### src/rtl/cordic_fm_discr.sv
// cordic_fm_discr
// Frequency discriminator sitting behind a fixed-latency CORDIC atan/magnitude
// stage. The input sample strobe is delayed to line up with the CORDIC outputs,
// successive valid angles are differenced (modulo 2^32, so +/-180 degree
// crossings unwrap for free) and the differences are accumulated and dumped
// once per 2^DECIM_LOG2 valid samples as a floor-averaged frequency word.
//
// Build option: define CORDIC_FM_SQUELCH_EN to enable the magnitude squelch.
// With it, samples whose radius is below sq_level contribute a zero difference
// and flag the block on the squelch output. Without it, sq_level/coe_radius are
// ignored and squelch is tied low.
//
// Ports
//   clk         in   clock, rising edge
//   reset       in   synchronous active-high reset
//   in_valid    in   sample strobe at the CORDIC input
//   angle       in   [31:0] signed CORDIC angle, +/-2^31 = +/-180 deg
//   coe_radius  in   [31:0] unsigned CORDIC radius
//   sq_level    in   [31:0] unsigned squelch threshold
//   freq        out  [31:0] signed decimated phase-difference average
//   freq_valid  out  one-cycle pulse per output block
//   squelch     out  block contained at least one squelched sample
module cordic_fm_discr #(
    parameter int LATENCY    = 32,
    parameter int DECIM_LOG2 = 3
) (
    input  logic        clk,
    input  logic        reset,
    input  logic        in_valid,
    input  logic [31:0] angle,
    input  logic [31:0] coe_radius,
    input  logic [31:0] sq_level,
    output logic [31:0] freq,
    output logic        freq_valid,
    output logic        squelch
);

    localparam int AW = 32 + DECIM_LOG2;
    localparam int CW = (DECIM_LOG2 > 0) ? DECIM_LOG2 : 1;
    localparam logic [CW-1:0] DUMP_CNT = CW'((1 << DECIM_LOG2) - 1);

    typedef enum logic {PRIME, RUN} state_t;

    // Floor average: arithmetic shift of the block sum, keep the low 32 bits.
    function automatic logic [31:0] avg_floor(input logic signed [AW-1:0] s);
        return 32'(s >>> DECIM_LOG2);
    endfunction

    logic [LATENCY-1:0]   vdly_q, vdly_d;
    state_t               state_q, state_d;
    logic [31:0]          prev_q, prev_d;
    logic signed [AW-1:0] acc_q, acc_d;
    logic [CW-1:0]        cnt_q, cnt_d;
    logic [31:0]          freq_q, freq_d;
    logic                 fvalid_q, fvalid_d;

    logic                 v_al;
    logic signed [31:0]   diff;
    logic signed [31:0]   d_use;
    logic signed [AW-1:0] sum;

`ifdef CORDIC_FM_SQUELCH_EN
    logic sq_seen_q, sq_seen_d;
    logic squelch_q, squelch_d;
    logic sq_cur;

    assign sq_cur  = (coe_radius < sq_level);
    assign squelch = squelch_q;
`else
    logic unused_sq;

    assign unused_sq = ^{coe_radius, sq_level};
    assign squelch   = 1'b0;
`endif

    assign v_al       = vdly_q[LATENCY-1];
    assign freq       = freq_q;
    assign freq_valid = fvalid_q;

    always_comb begin
        // Shift form works for any LATENCY >= 1.
        vdly_d   = (vdly_q << 1) | LATENCY'(in_valid);
        state_d  = state_q;
        prev_d   = prev_q;
        acc_d    = acc_q;
        cnt_d    = cnt_q;
        freq_d   = freq_q;
        fvalid_d = 1'b0;
        // Modulo-2^32 difference: wrap across +/-180 deg gives the short way round.
        diff     = $signed(angle - prev_q);
`ifdef CORDIC_FM_SQUELCH_EN
        sq_seen_d = sq_seen_q;
        squelch_d = squelch_q;
        d_use     = sq_cur ? 32'sd0 : diff;
`else
        d_use     = diff;
`endif
        sum = acc_q + AW'(d_use);

        if (v_al) begin
            // prev_angle always tracks the real angle, squelched or not.
            prev_d = angle;
            if (state_q == PRIME) begin
                state_d = RUN;
            end else if (cnt_q == DUMP_CNT) begin
                freq_d   = avg_floor(sum);
                fvalid_d = 1'b1;
                acc_d    = '0;
                cnt_d    = '0;
`ifdef CORDIC_FM_SQUELCH_EN
                squelch_d = sq_seen_q | sq_cur;
                sq_seen_d = 1'b0;
`endif
            end else begin
                acc_d = sum;
                cnt_d = cnt_q + CW'(1);
`ifdef CORDIC_FM_SQUELCH_EN
                sq_seen_d = sq_seen_q | sq_cur;
`endif
            end
        end
    end

    always_ff @(posedge clk) begin
        if (reset) begin
            vdly_q   <= '0;
            state_q  <= PRIME;
            prev_q   <= '0;
            acc_q    <= '0;
            cnt_q    <= '0;
            freq_q   <= '0;
            fvalid_q <= 1'b0;
`ifdef CORDIC_FM_SQUELCH_EN
            sq_seen_q <= 1'b0;
            squelch_q <= 1'b0;
`endif
        end else begin
            vdly_q   <= vdly_d;
            state_q  <= state_d;
            prev_q   <= prev_d;
            acc_q    <= acc_d;
            cnt_q    <= cnt_d;
            freq_q   <= freq_d;
            fvalid_q <= fvalid_d;
`ifdef CORDIC_FM_SQUELCH_EN
            sq_seen_q <= sq_seen_d;
            squelch_q <= squelch_d;
`endif
        end
    end

endmodule

### config.mk
export PLATFORM = sky130hd
export DESIGN_NAME = cordic_fm_discr
export DESIGN_NICKNAME = d
export VERILOG_FILES = /design/src/rtl/cordic_fm_discr.sv
export SDC_FILE = /design/constraint.sdc
export NUM_CORES = 1
export LEC_CHECK = 0
export ABC_AREA = 1
export BUFFER_PORTS_ARGS = -buffer_cell sky130_fd_sc_hd__clkbuf_2
export CAP_MARGIN = 20
export CORE_MARGIN = 2
export CORE_UTILIZATION = 40
export DETAILED_ROUTE_END_ITERATION = 16
export GPL_ROUTABILITY_DRIVEN = 0
export GPL_TIMING_DRIVEN = 1
export HOLD_SLACK_MARGIN = 0.1
export SYNTH_ARGS = -nofsm -noshare
export SYNTH_HDL_FRONTEND = slang
export SYNTH_SLANG_ARGS = --single-unit
### constraint.sdc
create_clock -name clk -period 10.2 [get_ports clk]
set_input_delay 0.51 -clock clk [delete_from_list [all_inputs] [get_ports clk]]
set_output_delay 0.51 -clock clk [all_outputs]
set_load 0.05 [all_outputs]
Yosys cells after proc, flatten, opt, wreduce, memory -nomap -nowiden
Index checks and enable logic that the tools add are counted.
Cells by class
  add/sub/neg operators: 3
  multipliers: 0
  div/mod/pow operators: 0
  order comparisons: 0
  equal/unequal tests: 1
  shifts and indexed selects: 0
  muxes and demuxes: 3
  bitwise logic cells: 3
  reduce and logical (&&, ||, !) cells: 3
Operator list (number)
  35-bit by 32-bit adder with 35-bit output: 1
  35-bit two-way mux: 1
  32-bit by 1-bit OR with 32-bit output: 1
  32-bit subtractor: 1
  3-bit by 1-bit adder with 3-bit output (second input constant): 1
  3-bit == test (second input constant): 1
  3-bit two-way mux: 1
  3-bit AND reduction: 1
  3-bit OR reduction: 1
  1-bit inverter: 2
  2-bit AND reduction: 1
  1-bit two-way mux: 1
Word-level totals
  bits in registers: 136
  latch bits: 0
  memory bits (writable): 0
  memory bits (read-only): 0
  input port bits: 99
  output and inout bits: 34
  word-level logic and storage cells: 20
  memories kept: 0

Logic depth before layout (Yosys ltp)
Gate-level depths: netlist (run 1).
  depth after elaboration: 3
  depth in mapped cells: 31
  mapped depth without buffers: 31

Least setup slack after synthesis (run 1)
Ideal clock, no wire load.
  kind: input-to-reg
  start point: input angle[0]
  end point: register acc_q[32]
  library setup time: 67 ps
  arrival: 3509 ps
  data required time: 10133 ps
  setup slack: 6623 ps
  cell stages on the path: 19
  buffers on the path: 0
  cell sequence: inv_1 > ha_1 > fa_1 > o21ai_2 > a21boi_2 > o21bai_2 > a21oi_1 > o21ai_1 > nand2_1 > nand3_1 > nand2_1 > ha_1 > nand2_1 > nor4_2 > nand3_1 > o21ai_2 > xor2_1 > nand2_1 > a21oi_2
On the way
  cells in the longest elaborated chain, start to end: 3
RTL lines
  start: declaration: line 30  | input logic [31:0] angle,
  32-bit subtractor: line 90  | diff = $signed(angle - prev_q);
  35-bit by 32-bit adder with 35-bit output: line 98  | sum = acc_q + AW'(d_use);
  35-bit two-way mux: line 105  | end else if (cnt_q == DUMP_CNT) begin
  end signal: assignment: line 129  | acc_q <= '0;
  end signal: assignment: line 141  | acc_q <= acc_d;
  end: declaration: line 52  | logic signed [AW-1:0] acc_q, acc_d;
No other way between the ends.
A chain may end at the register's enable or synchronous reset.

Worst setup path in the final report (run 1)
  start point: register prev_q[0]
  end point: register freq_q[31] (netlist: freq[31])
On the way
  cells in the longest elaborated chain, start to end: 2
RTL lines
  start: declaration: line 51  | logic [31:0] prev_q, prev_d;
  start signal: assignment: line 140  | prev_q <= prev_d;
  32-bit subtractor: line 90
  35-bit by 32-bit adder with 35-bit output: line 98
  end signal: assignment: line 143  | freq_q <= freq_d;
  end: declaration: line 54  | logic [31:0] freq_q, freq_d;
No other way between the ends.

==> impl.org, run 1 <==
** Outcome
- The run finished with clean final reports.

** Global route
- Wire length of the first global-routing pass :: 36100 µm
- Initial antenna violation count :: 0
- Across every metal layer, demand over resource in global routing totals 0.200.
- Overflow left after global routing :: 0
- Largest net degree at the start of global routing :: 72
- Number of global-route vias before repair :: 7454

** Worst setup path
- CP required :: 10540 ps
- In this design, the largest share of critical-path delay is due to simple AND/OR/NAND/NOR gates.
- The worst setup path is captured at a flip-flop.
- Data arrival time of the critical path :: 4480 ps
- Number of buffers and inverters on the critical path :: 2
- In this run the worst path has a maximum fanout of 5.
- Reg-to-reg startpoint :: prev_q[0]$_SDFFE_PP0P_
- The largest single stage delay on the critical path is 420 ps.
- The worst register-to-register path has a setup slack of 6060 ps.
- Counting cells, the worst reg-to-reg path comes to 24.
- The worst setup path is launched from a flip-flop.
- The signal on the critical path passes through ha_1 -> fa_1 -> o21ai_2 -> a21boi_2 -> o21bai_2 -> a21oi_1 -> o21ai_1 -> nand2_1 -> nand3_1 -> nand2_1 -> ha_1 -> nand2_1 -> nor2_1 -> nand2_1 -> nor2_1 -> nand3b_1 -> nor2_1 -> nor2_1 -> inv_1 -> nand2_1 -> nand2_1 -> nand2_1 -> nand2_1 -> inv_1.
- Endpoint of the worst-slack reg-to-reg timing path :: freq[31]$_SDFFE_PP0P_
- In this design, the critical path's most frequently occurring cell is nand2_1.
- Crit Path Class :: reg2reg
- The slowest stage of the critical path is the fa_1 cell.

** Timing
- Final hold viol count :: 0
- TNS Setup :: 0 ps
- Final max-slew violation count :: 0
- For the pin with the worst max-slew slack, the measured transition is slightly above 1000 ps.
- Post-layout minimum cycle time :: 4140 ps
- The clock arrives with 13.7 ps of skew.
- Final WS setup :: between 6000 and 7000 ps
- In this run the tightest slew margin relative to its limit is 0.315.
- Of the available clock period, the critical path in the final layout requires 0.406.
- For this run, the top clock speed supported by timing is between 0.2 and 0.25 GHz.
- Setup violations remaining at the end of the flow were counted as 0.
- Setup repair after global routing missed its margin :: false

** CTS
- Clk root buf :: clkbuf_16
- After clock tree synthesis, the clock-pin slew on the worst setup and hold paths is about 60 ps.
- Post-CTS Setup Bufs :: 0
- Maximum count of clock buffers along a single path :: 2
- In this run, CTS created clock tree buffers numbering 17.
- TritonCTS built the clock tree.
- CTS Hold Bufs :: 0
- Gates resized during post-CTS repair numbered 0.
- For the worst-skew pair, the clock arrives at the later sink with an insertion delay of 440 ps.
- For this design, the sink count on the clock tree is 136.
- The H-tree was split into 4 levels.

** Route
- Using the TritonRoute via totals, the vias-per-cell ratio works out to around 4.9.
- First-iteration detailed-routing DRC count :: between 400 and 500
- The pre-antenna-repair detailed-routing pass consisted of 8 iterations.
- Remaining routing DRC violations :: 0
- Summing over every cut layer, the via total after detailed routing is roughly 8k.
- In this run the remaining antenna-violating nets after routing total 0.
- Total Routed Length :: 21700 µm
- Wire length per cell :: 13.7 µm

** Die
- The floorplan step defined a die boundary enclosing 22700 µm².
- Placement row count :: 53
- 133 I/O pins were placed.
- The initial utilization of the core area, before any placement, comes to 0.408.
- The die is around 150 µm tall.
- The core region is 21000 µm².
- Measured along the x axis, the die boundary spans 151 µm.

** Logic synthesis
- Synthesized area per cell :: about 6.9 µm²
- Sequential area share after synthesis :: 0.317
- The synthesized netlist occupies a cell area of 8590 µm².
- Post-synthesis cell type with the largest combined area :: dfxtp_1
- Counting flops with an async set or reset pin after synthesis yields a share of 0.
- Of the post-synthesis cell area, the dominant cell type holds 0.317.
- The netlist uses 46 different library cells.
- Commonest cells in the netlist :: nand2_1, inv_1, dfxtp_1, a21oi_1, nor2_1
- After synthesis the netlist holds a flip-flop and latch count of between 100 and 150.
- Among all cell types in the netlist, the one instantiated most often is nand2_1.
- For this run, the number of Yosys warnings is 0.
- Predominant post-synthesis flop cell :: dfxtp_1
- Number of enable flip-flop cells after synthesis :: 0
- Most area-consuming cells after synthesis :: dfxtp_1, nand2_1, ha_1
- In the synthesized netlist, the number of instances is 1247.
- When the netlist entered floorplanning its net count stood at 1416.

** Layout
- Net total in the final layout :: 1472
- Proportion of layout cells with a drive suffix above 1 :: 0.113
- Signed area change from the synthesized netlist to the final layout :: 13.8%
- 0 antenna diodes ended up in the layout.

** Pwr
- The completed layout was analyzed and its total power is 1.35 mW.
- Static leakage :: ~4.5 nW
- Worst IR Drop VDD :: about 0.00011 V
- Power spread over the standard cell area amounts to 138 nW/µm².

** Hold path
- In this run the most critical hold path is launched from in_valid.
- For hold timing, the worst endpoint is vdly_q[0]$_SDFF_PP0_.
- Path category of the worst min-delay check :: in2reg
- Along the worst hold path, the cell count comes to 3.

** Run
- Max-cap violations in this run came to 0.

** Placement
- Dpl ws :: a little under 6000 ps
- Port bufs :: 67
- Dpl hpwl :: between 15000 and 20000 µm
[kinds of logic after synthesis]
logic type,synth area share
DFF,0.317
xor gates and xnor gates,0.0520
adders and majority gates,0.104
and+or+nand+nor,0.226
other,0.000437
AOI/OAI and AO/OA,0.205
buffers and inverters,0.0955
[final cells by class]
type,instances,area [µm²]
Inverter,181,679
Tap cell,275,344
Fill cell,2202,11200
Sequential cell,136,2720
Clock inverter,11,136
Clock buffer,21,470
Multi-Input combinational cell,895,5050
Timing Repair Buffer,72,373
[power breakdown]
| group | switching (mW) | internal [mW] |
|---|---|---|
| combinational | 0.124 | 0.0584 |
| sequential | 0.000150 | 0.532 |
| clock | 0.251 | 0.383 |
| total | 0.375 | 0.974 |
[worst max path at each step]
stage | end | depth (start not counted) | slack [ps] | startpoint
after global routing | acc_q[32]$_SDFFE_PP0P_ | 18 | 5800 | prev_q[0]$_SDFFE_PP0P_
after global placement | freq[31]$_SDFFE_PP0P_ | 26 | 5870 | angle[0]
final | freq[31]$_SDFFE_PP0P_ | 24 | 6060 | prev_q[0]$_SDFFE_PP0P_
after floorplan | acc_q[32]$_SDFFE_PP0P_ | 19 | 6620 | angle[0]
after detailed placement | freq[31]$_SDFFE_PP0P_ | 26 | 5820 | angle[0]
after CTS | freq[31]$_SDFFE_PP0P_ | 24 | 6130 | prev_q[0]$_SDFFE_PP0P_
[cell usage in the layout, fill, tap and decap left out, types with 4 or more instances in the layout]
cell type and instances:
o21a_1 9, inv_1 173, o21ai_0 87, nand3b_1 4
o21ai_1 9, o21ai_2 5, nor2_1 120, nand4_1 9
a21oi_2 4, dfxtp_1 136, clkbuf_2 67, buf_4 5
nand2_2 14, nand3_1 31, nand2_1 260, inv_2 7
xor2_1 37, inv_6 4, a21oi_1 134, xnor2_1 14
a21o_1 6, clkbuf_16 17, o21bai_1 32, nor2_2 6
nor3_1 11, ha_1 68
[metrics by stage]
| step | hold slack [ps] | util | instance area [µm²] | instances |
|---|---|---|---|---|
| 2_1_floorplan | 388 | - | 8590 | 1247 |
| 3_3_place_gp | 389 | 0.436 | 9170 | 1559 |
| 3_5_place_dp | 392 | 0.436 | 9170 | 1559 |
| 4_1_cts | 247 | 0.465 | 9770 | 1591 |
| 5_1_grt | 252 | 0.465 | 9770 | 1591 |
| 6_report | 262 | 0.465 | 9770 | 1591 |
[tightest hold or removal path, cell delays in order]
cell and delay [ps]:
clkbuf_2 80, inv_1 40, nor2_1 30
[metal layers]
| metal | track usage | up-vias | wire [µm] |
|---|---|---|---|
| li1 | - | 4156 | - |
| met1 | 0.278 | 3528 | 11100 |
| met2 | 0.311 | 154 | 9280 |
| met3 | 0.0382 | 28 | 980 |
| met4 | 0.0646 | 0 | 381 |
| met5 | 0 | - | 0 |
[state kept, by name, indices dropped and copies added, names as in the netlist]
register    count
prev_q         32
acc_q          35
vdly_q         32
freq_valid      1
freq           32
cnt_q           3
state_q         1
(Power assumes the default switching activity.)
==> run 2: changes to the inputs <==
ABC_AREA = 0   (was 1)
clock period = 3.6 ns   (was 10.2 ns; I/O delays follow)
==> run 2 against run 1 <==
Compared with the run above:
- the run now ends with setup timing left
- sequential share of layout area is 4.6 points lower
- first-iteration DRC count is 11% lower
- non-clock buffer count is 212 higher
- largest power group unchanged
- highest routed layer unchanged
==> impl.org, run 2 <==
** Outcome
- Status :: complete, but fails checks
- The final reports fail on setup timing.

** Logic synthesis
- The synthesized net count was 1116 (-21%).
- Summed instance area of the synthesized netlist :: 7890 µm² (-8.1%)
- Synthesized instance count :: 947 (-24%)
- Register bit count reported by yosys :: 136 (unchanged)
- Most common cell in the netlist :: dfxtp_1
- The share of Yosys cell area claimed by the top area cell type was 0.345 (+0.0278).
- The share of synthesized flip-flops with an asynchronous set or reset was 0 (unchanged).
- Predominant post-synthesis flop cell :: dfxtp_1
- The fraction of the yosys area taken by sequential cells came to 0.345 (+0.0278).
- The number of enable flip-flop cells after synthesis is 0 (unchanged).
- Commonest cells in the netlist :: dfxtp_1, nand2_1, a21oi_1, nor2_1, ha_1
- Most area-consuming cells after synthesis :: dfxtp_1, ha_1, a21oi_1
- Synthesized area per cell :: 8.34 µm² (+21%)
- The synthesized design spends more area on one cell type than any other, namely dfxtp_1.
- The number of distinct library cells after synthesis was 63 (+37%).
- The warning count from the yosys run was 0 (unchanged).

** Timing
- The setup total negative slack was -25820 ps (-25820 ps).
- The hold violation total from the final report is 0 (unchanged).
- The maximum clock frequency was 0.223 GHz (-7.8%).
- Share of the clock period used by the worst path :: 1.25 (+0.842)
- The worst-case clock skew came to 11.4 ps (-2.32 ps).
- Actual slew at the worst max-slew pin :: 1040 ps (+9.14 ps)
- Final Hold Slack :: 116 ps (-146 ps)
- Final WS setup :: -891 ps (-6950 ps)
- Relative slew slack :: 0.310 (-0.00534)
- The final-report max-slew violation count came to 0 (unchanged).
- Post-layout minimum cycle time :: 4490 ps (+350 ps)
- Count of endpoints failing setup in the final report :: 45 (+45)
- Setup repair after global routing missed its margin :: true

** Route
- The total detailed-routing wirelength was 21700 µm (-0.29%).
- Via density per instance :: 5.05 (+2.1%)
- The iteration count of the initial detailed-routing pass is 5 (-3).
- Vias :: 7498 (-4.7%)
- First-iteration detailed-routing DRC count :: 443 (-11%)
- The DRC violation count after routing is 0 (unchanged).
- The number of antenna-violating nets in the routed design came to 0 (unchanged).
- The average wire per cell in the routed design came to 14.6 µm (+6.8%).

** Worst setup path
- Data arrival time of the critical path :: 4790 ps (+310 ps)
- The count of cell instances traversed by the critical path is 21 (-13%).
- The maximum single-stage delay on the critical path is 400 ps (-20 ps).
- STA classifies the critical path startpoint as a flip-flop.
- Kind of end point of the critical path :: flip-flop
- The path depth of the worst reg2reg path is 21 (-13%).
- The signal on the critical path passes through inv_1 -> ha_4 -> a21oi_1 -> o21ai_0 -> a31o_2 -> or2_4 -> a221oi_4 -> o21bai_1 -> a21o_1 -> a2111oi_4 -> nor3_2 -> ha_1 -> and4_1 -> and2_4 -> a31oi_1 -> nand3_1 -> a31o_4 -> a21o_1 -> a21oi_2 -> xor2_1 -> o21ai_1.
- Among the stages of the critical path, the cell type that occurs most often is a21o_1.
- Highest net fanout along the worst path :: 4 (-1)
- Crit Path Class :: reg2reg
- The buffering stage count on the worst path with inverters included came to 1 (-1).
- Gate family responsible for the most delay along the worst path :: compound AO/OA/AOI/OAI gates
- Reg-to-reg startpoint :: prev_q[9]$_SDFFE_PP0P_
- Tracing the worst setup path back leads to its startpoint at prev_q[9]$_SDFFE_PP0P_.
- CP max stage cell :: a2111oi_4
- The data required time at the worst endpoint came to 3900 ps (-6640 ps).

** Global route
- The wire length of the first global-routing pass came to 34600 µm (-4.0%).
- The via count of the first global-routing pass is 7028 (-5.7%).
- The initial antenna violation count came to 0 (unchanged).
- The pin count of the biggest net entering global routing came to 95 (+32%).
- The residual overflow from global routing was 0 (unchanged).
- The combined global-route utilization of all metal layers was 0.208 (+0.00777).

** Layout
- Net total in the final layout :: 1377 (-6.5%)
- Commonest non-fill, non-tap cells in the layout :: buf_4, dfxtp_1, nand2_1
- The number of antenna diodes came to 0 (unchanged).
- The post-route cell area was 11800 µm² (+20%).
- Most frequent standard cell in the layout excluding fill and tap cells :: buf_4
- The fraction of layout cells with a size suffix above 1 came to 0.343 (+0.230).
- Signed area change from the synthesized netlist to the final layout :: 48.9%
- More flip-flops sit in one register than any other, and that register is acc_q.
- Max reg flops :: 35 (unchanged)

** CTS
- The clock-pin slew of the registers on the worst-case setup and hold paths was 70 ps (about the same).
- The clock insertion delay at the later pin of the skew report is 430 ps (about the same).
- Clock tree from TritonCTS :: done
- H-tree Lvls :: 4 (unchanged)
- Count of clock tree sinks :: 136 (unchanged)
- The maximum buffer depth of the clock tree is 2 (unchanged).
- Clk root buf :: clkbuf_16
- The total CTS buffers was 17 (unchanged).

** Placement
- The half-perimeter wire length of the detailed placement result was 14500 µm (-12%).
- DP Area :: 9840 µm² (+7.4%)
- Port bufs :: 67 (unchanged)

** Hold path
- The cell depth of the worst hold path came to 4 (+1).
- In this run the most critical hold path is launched from angle[6].
- Path category of the worst min-delay check :: in2reg

** Die
- Initial Utilization :: 0.407 (-0.00150)
- The number of rows created at floorplan is 51 (-3.8%).
- The die area came to 20900 µm² (-7.8%).
- Chip Height :: 144 µm (-4.0%)
- I/O pin count :: 133 (unchanged)
- The core box area is 19400 µm² (-7.7%).
- The die boundary width is 144 µm (-4.0%).

** Pwr
- The worst-case vdd ir drop came to 0.000315 V (+190%).
- Ratio of total power to cell area :: 349 nW/µm² (+150%)
- The leakage power of the design is 5.02 nW (+12%).

** Run
- The number of violations of the max-capacitance limit came to 0 (unchanged).
## run 2: repair_timing
item | CTS | global route
setup buffers | 14 | 11
hold buffers | 32 | 0
setup endpoints to repair | 48 | 50
gates resized for setup | 104 | 52
pin swaps | 85 | 63
endpoints found under the hold margin | 32 | 0
## run 2: worst paths after layout
| path | to | slack [ps] |
|---|---|---|
| worst min register to register | vdly_q[27]$_SDFF_PP0_ | 440 |
| worst max register to register | acc_q[26]$_SDFFE_PP0P_ | -890 |
| worst max-delay path | acc_q[26]$_SDFFE_PP0P_ | -890 |
| worst min-delay path | prev_q[6]$_SDFFE_PP0P_ | 120 |
## run 2: worst register-to-register path, stage by stage (launching register included)
cell	delay, ps
dfxtp_1	340
inv_1	70
ha_4	230
a21oi_1	110
o21ai_0	130
a31o_2	270
or2_4	270
a221oi_4	270
o21bai_1	90
a21o_1	220
a2111oi_4	400
nor3_2	100
ha_1	340
and4_1	190
and2_4	140
a31oi_1	120
nand3_1	160
a31o_4	280
a21o_1	170
a21oi_2	180
xor2_1	200
o21ai_1	110
## run 2: where the power goes
group,switching [mW],internal [mW],leakage [nW]
Sequential,0.000302,1.51,1.10
Combinational,0.403,0.396,3.62
Clock,0.796,0.998,0.298
Total,1.20,2.90,5.02
## run 2: per-layer routing
layer / global-route usage / wire length (µm) / part of all wire / up-vias
met5: 0 / 0 / 0 / -
met3: 0.0371 / 973 / 0.045 / 23
met4: 0.0526 / 256 / 0.012 / 0
li1: - / - / - / 3850
met1: 0.293 / 10800 / 0.50 / 3479
met2: 0.329 / 9650 / 0.45 / 146
## run 2: cell families after synthesis
group,share of synthesized area
AND/OR/NAND/NOR,0.178
AO/OA/AOI/OAI,0.208
flip-flops,0.345
buffers and inverters,0.0471
adder cells (fa/ha/maj),0.113
XOR/XNOR,0.0688
multiplexers,0.0406
other,0.000475
## run 2: cell type report
cell class                      instances  area, µm²
Clock inverter                         15        175
Inverter                               54        203
Fill cell                            1727       7650
Tap cell                              265        332
Timing Repair Buffer                  284       2120
Clock buffer                           17        425
Multi-Input combinational cell        715       5760
Sequential cell                       136       2730
## run 2: metrics by stage
step           cells  setup WS, ps  power (mW)  utilization
5_1_grt         1486         -1110        4.27        0.606
2_1_floorplan    947          -613        1.89            -
3_3_place_gp    1402          -842        2.16        0.507
3_5_place_dp    1402          -925        2.16        0.507
4_1_cts         1477          -758        4.07        0.585
6_report        1486          -891        4.10        0.606
==> run 3: changes to the inputs <==
BUFFER_PORTS_ARGS = -buffer_cell sky130_fd_sc_hd__buf_4   (was -buffer_cell sky130_fd_sc_hd__clkbuf_2)
==> run 3 against run 2 <==
Compared with the run above:
- the run still ends with setup timing left
- clock power down 6%
- clock skew up 1.8 ps
- worst hold slack better by 200 ps
- critical path depth up 2
- cell count down 0.27%
- non-clock buffer count down 4
- clock-buffer cell count up 2
==> impl.org, run 3 (same netlist as run 2, synthesis figures left out) <==
** Outcome
- The run finished, with violations left.
- Failing checks :: setup timing

** Global route
- The via count of the first global-routing pass was 7019 (-0.13%).
- The initial antenna violation count was 0 (unchanged).
- The pin count of the biggest net entering global routing is 74 (-22%).
- Wire length of the first global-routing pass :: 34600 µm (about the same)
- Overflow left after global routing :: 0 (unchanged)
- Gr usage total :: 0.209 (+0.000896)

** Placement
- The instance count after placement with tap cells included was 1388 (-1.0%).
- Dpl hpwl :: 14400 µm (-0.60%)
- The number of port buffers is 67 (unchanged).
- Dpl ws :: -895 ps (+29.4 ps)

** Route
- The vias per cell is 5.04 (-0.14%).
- The violation count after the first detailed-routing iteration came to 450 (+1.6%).
- The number of antenna-violating nets in the routed design came to 0 (unchanged).
- The via total after detailed routing was 7467 (-0.41%).
- Wire length per cell :: 14.7 µm (+0.67%)
- The DRC violation count after routing is 0 (unchanged).
- Detailed-routing iteration count for the pre-antenna-repair pass :: 5 (unchanged)
- Total Routed Length :: 21700 µm (+0.40%)

** Layout
- The filler cell count in the final layout is 1648 (-4.6%).
- Area taken by flip-flops and latches :: 2730 µm² (unchanged)
- The number of nets in the layout was 1373 (-0.29%).
- The fraction of the core area covered by cells at the end of the flow was 0.613 (+0.00684).
- Commonest non-fill, non-tap cells in the layout :: buf_4, dfxtp_1, nand2_1
- The number of flip-flops in the largest register was 35 (unchanged).
- The number of antenna diodes came to 0 (unchanged).
- The fraction of layout cells with a size suffix above 1 came to 0.343 (about the same).
- Ranked by flip-flop count, first place goes to acc_q.
- The area used by multi-input combinational logic is 5790 µm² (+0.48%).
- Final instance count without filler cells :: 1482 (-0.27%)
- Leaving out fill and tap cells, the most frequent cell in the layout is buf_4.
- Relative to the synthesized area, the layout overhead comes to 50.5%.

** Timing
- Final hold viol count :: 0 (unchanged)
- The worst-case clock skew came to 13.2 ps (+1.85 ps).
- The pin slew with the least headroom to its limit came to 943 ps (-92.7 ps).
- Final max-slew violation count :: 0 (unchanged)
- Setup repair after global routing missed its margin :: true
- The count of endpoints failing setup in the final report came to 46 (+2.2%).
- The maximum clock frequency came to 0.230 GHz (+3.2%).
- Final Hold Slack :: 314 ps (+197 ps)
- Post-layout minimum cycle time :: 4350 ps (-140 ps)
- The share of the cycle needed by the critical path after routing came to 1.21 (-0.0390).
- Final WS setup :: -751 ps (+140 ps)
- The worst slew margin relative to its limit came to 0.368 (+0.0584).

** Worst setup path
- STA classifies the critical path endpoint as a flip-flop.
- The worst setup path is launched from a flip-flop.
- CP required :: 3880 ps (-20 ps)
- Crit Path Class :: reg2reg
- Data arrival time of the critical path :: 4630 ps (-160 ps)
- The largest fanout on the critical path came to 3 (-1).

** CTS
- The clock-pin slew of the registers on the worst-case setup and hold paths came to 60 ps (about the same).
- Maximum count of clock buffers along a single path :: 2 (unchanged)
- Clk root buf :: clkbuf_16
- The CTS H-tree depth was 4 (unchanged).
- The clock sink count is 136 (unchanged).
- Latest clock arrival within the worst-skew pair :: 430 ps (about the same)
- TritonCTS built the clock tree.
- Cts bufs inserted :: 17 (unchanged)

** Pwr
- Ratio of total power to cell area :: 338 nW/µm² (-3.2%)
- Static leakage :: 5.02 nW (about the same)
- Worst IR Drop VDD :: 0.000354 V (+13%)

** Die
- Placeable core region :: 19400 µm² (unchanged)
- Initial Utilization :: 0.407 (unchanged)
- Chip Height :: 144 µm (unchanged)
- The die boundary width came to 144 µm (unchanged).
- Placement row count :: 51 (unchanged)
- The die area came to 20900 µm² (unchanged).
- The top-level port count is 133 (unchanged).

** Run
- The number of violations of the max-capacitance limit is 0 (unchanged).

** Hold path
- Path category of the worst min-delay check :: in2reg
==> run 3: changes by cell type in the layout (fill, tap and decap cells not counted), sizes merged <==
cell / delta
dlygate4sd3: +1
clkinvlp: +5
clkbuf: -64
buf: +61
inv: -8
clkinv: +1
==> run 3: critical path, stage by stage, from the launching register on <==
cell	delay [ps]
dfxtp_2	340
inv_2	40
ha_4	220
nor2b_4	120
o2111ai_2	220
nand4_1	200
a2111oi_4	380
buf_4	170
o211ai_1	100
buf_4	170
a311oi_2	190
or3_1	160
and2_4	150
xnor2_2	70
ha_1	320
buf_6	130
a21o_1	200
a21oi_4	150
nor2_1	70
a211oi_1	200
o21ai_1	90
a31oi_1	200
xor2_1	260
o31ai_2	80
==> run 3: path summary, 6_finish.rpt <==
check	cells after the start	end	slack [ps]	startpoint
worst min-delay path	2	freq[26]$_SDFFE_PP0P_	310	reset
worst max-delay path	23	freq[30]$_SDFFE_PP0P_	-750	prev_q[1]$_SDFFE_PP0P_
worst max register to register	23	freq[30]$_SDFFE_PP0P_	-750	prev_q[1]$_SDFFE_PP0P_
worst min register to register	1	vdly_q[15]$_SDFF_PP0_	440	vdly_q[14]$_SDFF_PP0_
==> run 3: final cells by class <==
class / instances / area share
repair buffers: 280 / 0.191
multi-input cells: 715 / 0.487
flip-flops and latches: 136 / 0.230
clock inverters: 13 / 0.0102
well taps: 265 / 0.0279
clock buffers: 19 / 0.0373
inverters: 54 / 0.0171
==> run 3: what timing repair did <==
| action | in CTS | in global routing |
|---|---|---|
| setup endpoints to repair | 48 | 50 |
| hold buffers | 33 | 0 |
| pin swaps | 92 | 63 |
| gates resized for setup | 101 | 65 |
| setup buffers | 30 | 13 |
| gates cloned | 0 | 0 |
| hold endpoints to repair | 33 | 0 |
==> run 3: power by group <==
part / switching [mW] / total, mW / leakage (nW) / internal [mW]
logic: 0.407 / 0.820 / 3.66 / 0.412
registers: 0.000359 / 1.51 / 1.10 / 1.51
clock network: 0.714 / 1.69 / 0.262 / 0.973
total: 1.12 / 4.01 / 5.02 / 2.89
==> run 3: metal layers <==
| metal | vias up | global-route usage | share of wire |
|---|---|---|---|
| met5 | - | 0 | 0 |
| met4 | 0 | 0.0567 | 0.014 |
| met3 | 26 | 0.0391 | 0.037 |
| met2 | 138 | 0.314 | 0.44 |
| met1 | 3471 | 0.305 | 0.51 |
| li1 | 3832 | - | - |
==> run 3: through the flow <==
step                power, mW  TNS [ps]  area, µm²
global placement         2.15    -21590       9910
global route             4.18    -31760      11900
floorplan                1.89    -10300       8110
finish                   4.01    -21000      11900
CTS                      3.96    -20730      11500
detailed placement       2.15    -23850       9910
